$ cat src/rtl/memfifo_data_emulator.sv
// Stands in for the DDR memory FIFO behind a Data_Request: after a fixed fetch latency it
// announces a packet count and returns one deterministic, self-describing word per read strobe.
module memfifo_data_emulator #(
   parameter int unsigned DATA_WIDTH    = 64,
   parameter int unsigned WORDS_PER_PKT = 2,
   parameter int unsigned FETCH_DELAY   = 20
) (
   input  logic                  clk,
   input  logic                  rst_n,
   input  logic                  data_req,
   input  logic [15:0]           req_tag,
   input  logic [15:0]           req_packet_no,
   input  logic                  memfifo_re,
   output logic                  memfifo_data_ready,
   output logic [15:0]           memfifo_packet_no,
   output logic [DATA_WIDTH-1:0] memfifo_data,
   output logic                  memfifo_data_valid,
   output logic                  xfer_done,
   output logic                  err_underrun,
   output logic                  err_busy_req
);

   localparam int unsigned FetchCntW = (FETCH_DELAY > 1) ? $clog2(FETCH_DELAY) : 1;

   typedef enum logic [1:0] {
      StIdle,
      StFetch,
      StReady
   } state_e;

   state_e                state_q, state_d;
   logic                  req_dly_q;
   logic [15:0]           tag_q, tag_d;
   logic [15:0]           pkt_lat_q, pkt_lat_d;
   logic [17:0]           words_left_q, words_left_d;
   logic [FetchCntW-1:0]  fetch_cnt_q, fetch_cnt_d;
   logic [15:0]           pkt_idx_q, pkt_idx_d;
   logic [15:0]           word_idx_q, word_idx_d;
   logic [15:0]           word_cnt_q, word_cnt_d;
   logic                  ready_q, ready_d;
   logic [15:0]           pkt_out_q, pkt_out_d;
   logic [DATA_WIDTH-1:0] data_q, data_d;
   logic                  valid_q, valid_d;
   logic                  done_q, done_d;
   logic                  err_ur_q, err_ur_d;
   logic                  err_busy_q, err_busy_d;

   logic                  req_edge;
   logic [DATA_WIDTH-1:0] word;

   assign req_edge = data_req & ~req_dly_q;

   // Word contents identify tag, packet, word-in-packet and running count for easy checking.
   always_comb begin
      word       = '0;
      word[63:0] = {tag_q, pkt_idx_q, word_idx_q, word_cnt_q};
   end

   always_comb begin
      state_d      = state_q;
      tag_d        = tag_q;
      pkt_lat_d    = pkt_lat_q;
      words_left_d = words_left_q;
      fetch_cnt_d  = fetch_cnt_q;
      pkt_idx_d    = pkt_idx_q;
      word_idx_d   = word_idx_q;
      word_cnt_d   = word_cnt_q;
      ready_d      = ready_q;
      pkt_out_d    = pkt_out_q;
      data_d       = data_q;
      valid_d      = 1'b0;
      done_d       = 1'b0;
      err_ur_d     = err_ur_q;
      err_busy_d   = err_busy_q;

      case (state_q)
         StIdle: begin
            if (req_edge) begin
               tag_d        = req_tag;
               pkt_lat_d    = req_packet_no;
               words_left_d = 18'(req_packet_no) * 18'(WORDS_PER_PKT);
               fetch_cnt_d  = '0;
               pkt_idx_d    = '0;
               word_idx_d   = '0;
               word_cnt_d   = '0;
               state_d      = StFetch;
            end
            if (memfifo_re) begin
               err_ur_d = 1'b1;
            end
         end

         StFetch: begin
            if (fetch_cnt_q == FetchCntW'(FETCH_DELAY - 1)) begin
               state_d   = StReady;
               ready_d   = 1'b1;
               pkt_out_d = pkt_lat_q;
            end else begin
               fetch_cnt_d = fetch_cnt_q + FetchCntW'(1);
            end
            if (req_edge) begin
               err_busy_d = 1'b1;
            end
            if (memfifo_re) begin
               err_ur_d = 1'b1;
            end
         end

         StReady: begin
            if (req_edge) begin
               err_busy_d = 1'b1;
            end
            if (words_left_q == '0) begin
               // Zero-packet request: ready stays up for this single cycle only.
               state_d = StIdle;
               ready_d = 1'b0;
               done_d  = 1'b1;
               if (memfifo_re) begin
                  err_ur_d = 1'b1;
               end
            end else if (memfifo_re) begin
               words_left_d = words_left_q - 18'd1;
               data_d       = word;
               valid_d      = 1'b1;
               word_cnt_d   = word_cnt_q + 16'd1;
               if (word_idx_q == 16'(WORDS_PER_PKT - 1)) begin
                  word_idx_d = '0;
                  pkt_idx_d  = pkt_idx_q + 16'd1;
               end else begin
                  word_idx_d = word_idx_q + 16'd1;
               end
               if (words_left_q == 18'd1) begin
                  state_d = StIdle;
                  ready_d = 1'b0;
                  done_d  = 1'b1;
               end
            end
         end

         default: begin
            state_d = StIdle;
            ready_d = 1'b0;
         end
      endcase
   end

   always_ff @(posedge clk or negedge rst_n) begin
      if (!rst_n) begin
         state_q      <= StIdle;
         req_dly_q    <= 1'b0;
         tag_q        <= '0;
         pkt_lat_q    <= '0;
         words_left_q <= '0;
         fetch_cnt_q  <= '0;
         pkt_idx_q    <= '0;
         word_idx_q   <= '0;
         word_cnt_q   <= '0;
         ready_q      <= 1'b0;
         pkt_out_q    <= '0;
         data_q       <= '0;
         valid_q      <= 1'b0;
         done_q       <= 1'b0;
         err_ur_q     <= 1'b0;
         err_busy_q   <= 1'b0;
      end else begin
         state_q      <= state_d;
         req_dly_q    <= data_req;
         tag_q        <= tag_d;
         pkt_lat_q    <= pkt_lat_d;
         words_left_q <= words_left_d;
         fetch_cnt_q  <= fetch_cnt_d;
         pkt_idx_q    <= pkt_idx_d;
         word_idx_q   <= word_idx_d;
         word_cnt_q   <= word_cnt_d;
         ready_q      <= ready_d;
         pkt_out_q    <= pkt_out_d;
         data_q       <= data_d;
         valid_q      <= valid_d;
         done_q       <= done_d;
         err_ur_q     <= err_ur_d;
         err_busy_q   <= err_busy_d;
      end
   end

   assign memfifo_data_ready = ready_q;
   assign memfifo_packet_no  = pkt_out_q;
   assign memfifo_data       = data_q;
   assign memfifo_data_valid = valid_q;
   assign xfer_done          = done_q;
   assign err_underrun       = err_ur_q;
   assign err_busy_req       = err_busy_q;

   a_done_drops_ready : assert property (@(posedge clk) disable iff (!rst_n)
      xfer_done |-> !memfifo_data_ready);

endmodule

$ cat config.mk
export PLATFORM = sky130hd
export DESIGN_NAME = memfifo_data_emulator
export DESIGN_NICKNAME = d
export VERILOG_FILES = /design/src/rtl/memfifo_data_emulator.sv
export SDC_FILE = /design/constraint.sdc
export NUM_CORES = 1
export LEC_CHECK = 0
export BUFFER_PORTS_ARGS = -buffer_cell sky130_fd_sc_hd__buf_4
export CAP_MARGIN = 20
export CORE_UTILIZATION = 33
export CTS_CLUSTER_SIZE = 24
export DETAILED_ROUTE_END_ITERATION = 16
export PLACE_DENSITY = 0.54
export SLEW_MARGIN = 25
export SYNTH_ARGS = -nofsm -noshare
export SYNTH_HDL_FRONTEND = slang
export SYNTH_SLANG_ARGS = --single-unit
$ cat constraint.sdc
create_clock -name clk -period 3 [get_ports clk]
set_input_delay 0 -clock clk [delete_from_list [all_inputs] [get_ports clk]]
set_output_delay 0 -clock clk [all_outputs]
set_load 0.05 [all_outputs]
==> impl_metrics.ini <==
[pwr]
cellLeakagePower_nw = 4.96
peakVddDrop_mv = 0.372
p_per_area_nw_per_um2 = 783

[sta]
period_needed_ns = 2.44
setup-tns-final_ns = 0
slew_violations = 0
achievable-frequency_ghz = 0.409
slew_headroom_pct = 50.1
worst_pin_slew_ns = 0.749
fin_worst_skew_ns = 0.0109
period_share_pct = 81.4
rsz0062_at_grt = no
finalSetupViolations = 0
hold_violations = 0

[clocking]
clk_path_buf_depth = 2
cts_resized = 0
root_buffer = clkbuf_16
htreeDepth = 4
cts_hold_buf = 35
clk_latency_ns = 0.44
cts_sinks = 191
cts.clk_slew.worst_paths_ns = 0.08
numCtsBuffers = 17
cts_tree = yes
post_cts_buffers = 0

[die]
die_x_um = 164
die_h_um = 164
dieArea_um2 = 26800
pin_count = 121
std_cell_rows = 58
initial_core_util_pct = 33.9
core-area_um2 = 25500

[grt]
grt_busiest_layer = met2
grt_pass1_vias = 6171
grt_use_met2_pct = 25.3
met3_usage_pct = 3.03
grt_max_degree = 86
antenna_found_initial = 0
grt_pass1_wl_um = 33100
grtUsageMet1_pct = 21.9
grt.total_usage_pct = 15.8
grt_overflow = 0

[route]
wirelength_um = 20200
drc = 0
dr_total_vias = 6309
drtAntennaViolNets = 0
drtIter0Drc = 401
dr.pass1.iters = 4
wire_per_inst_um = 16.4
via_per_inst = 5.11

[place]
post_dp_cell_area_um2 = 9940
gp_congestion = 0.786
port_buffers = 120
hpwl_um = 13400

[logic_synthesis]
async_flop_share_pct = 100
synth_top_area_share_pct = 55.3
avgSynthCellArea_um2 = 11.7
synth_cell_types = 67
yosysWarnings = 0
netlist_area_um2 = 8640
syn_inst = 737
yosys.area.top_type = dfrtp_1
ys_seq_area_share_pct = 55.3
synth_fp_nets = 783
ys_ff_latch = 191
synth_area_leaders = dfrtp_1, mux2_2, mux2_1, o21ai_0, a21oi_1
synthMostInstantiatedCell = dfrtp_1
synth.top_cells.by_count = dfrtp_1, mux2_2, mux2_1, nand2_1, o21ai_0
ys.flop_type = dfrtp_1
synth-edff-count = 0

[run]
max_cap_violations = 0

[critical_path]
worstPathRequired_ns = 3.32
r2r_slack_ns = 0.56
crit_type = flip-flop to flip-flop
crit_fanout = 13
end_kind = flip-flop
worst_ep_arrival_time_ns = 2.76
cp-start-kind = flip-flop

[cells_and_area]
antenna_cells = 0
areaGrowthSynthToFinish_pct = 25.4
layout-drive-gt1-share_pct = 28.3
stdcell_area_um2 = 10800
final_nets = 938

[worst_hold_path]
hp-class = input pin to async pin

[status]
status = finished clean
-- cells in the final DEF (no fill, tap or decap), types with 5 or more instances in the layout --
cell | synthesis | layout
clkbuf_16 | 0 | 17
inv_6 | 0 | 6
o2111ai_1 | 6 | 6
nor2_1 | 39 | 38
and3_1 | 5 | 5
mux2_1 | 49 | 49
or4_1 | 9 | 9
dlygate4sd3_1 | 0 | 35
nand4_1 | 8 | 8
a31oi_1 | 7 | 7
inv_1 | 17 | 17
nand2b_1 | 8 | 8
o21ai_0 | 47 | 47
or3_1 | 19 | 19
ha_1 | 10 | 9
buf_4 | 2 | 134
nand3_1 | 25 | 25
nand2_1 | 48 | 48
xor2_1 | 7 | 7
dfrtp_1 | 191 | 191
nor4_1 | 8 | 8
nor3_1 | 10 | 10
o211ai_1 | 8 | 8
o31ai_1 | 8 | 8
mux2_2 | 63 | 63
a21oi_1 | 43 | 43
-- power by group --
part           total (mW)  leakage, nW  switching [mW]  internal (mW)
combinational        2.76         2.20            1.73           1.03
sequential           3.53         2.50           0.407           3.12
clock                2.19        0.261            1.10           1.09
total                8.48         4.96            3.24           5.24
-- sequential cells by signal, indices dropped and copies added, names as in the netlist, 2 cells and up --
| name | flops |
|---|---|
| pkt_lat_q | 16 |
| word_idx_q | 16 |
| tag_q | 16 |
| state_q | 2 |
| word_cnt_q | 16 |
| memfifo_data | 64 |
| words_left_q | 18 |
| memfifo_packet_no | 16 |
| pkt_idx_q | 16 |
| fetch_cnt_q | 5 |
-- final cells by class --
cell class | count | area, um2
fill | 2461 | 14600
sequential | 191 | 4780
multi-input combinational | 491 | 3580
timing repair buffer | 174 | 1450
clock buffer | 17 | 425
tap | 330 | 413
clock inverter | 15 | 124
inverter | 17 | 63.8
-- through the flow --
stage,util (%),std cells,worst slack [ns],power [mW],hold slack [ns]
2_1_floorplan,-,737,0.985,5.48,-0.296
3_3_place_gp,39.0,1168,0.604,6.28,0.104
3_5_place_dp,39.0,1168,0.550,6.34,0.105
4_1_cts,42.5,1235,0.533,8.59,0.202
5_1_grt,42.5,1235,0.312,9.00,0.224
6_report,42.5,1235,0.558,8.48,0.162
-- path summary, 6_finish.rpt --
| kind | start | endpoint | depth (start not counted) |
|---|---|---|---|
| setup / recovery | state_q[0] | word_idx_q[5] | 7 |
| hold / removal | rst_n | memfifo_data[24] | 2 |
| setup reg to reg | state_q[0] | word_idx_q[5] | 7 |
| hold reg to reg | err_underrun | err_underrun | 1 |
| max in group asynchronous | rst_n | memfifo_packet_no[0] | 3 |
| min in group clk | data_req | req_dly_q | 2 |
-- logic make-up (layout without fill, tap and decap cells) --
group / after synthesis / count (layout) / synth area share [%]
AND/OR/NAND/NOR: 204 / 204 / 12.8
flip-flops: 191 / 191 / 55.3
AO/OA/AOI/OAI: 154 / 154 / 11.3
multiplexers: 114 / 114 / 14.8
buffers and inverters: 55 / 223 / 3.49
adder cells (fa/ha/maj): 10 / 10 / 1.45
XOR/XNOR: 9 / 9 / 0.912
-- per-layer routing --
layer	vias to the layer above	part of all wire, %
met4	0	0.67
li1	3013	-
met5	-	0
met3	11	3.9
met2	113	47
met1	3172	48
-- critical path, stage by stage (launching register included) --
cell and delay [ns]:
dfrtp_1 0.37, inv_1 0.07, ha_2 0.21, buf_4 0.19, nand3_1 0.31, o21a_1 0.33
nand3_1 0.40, o41ai_1 0.43
(Power assumes the default switching activity.)
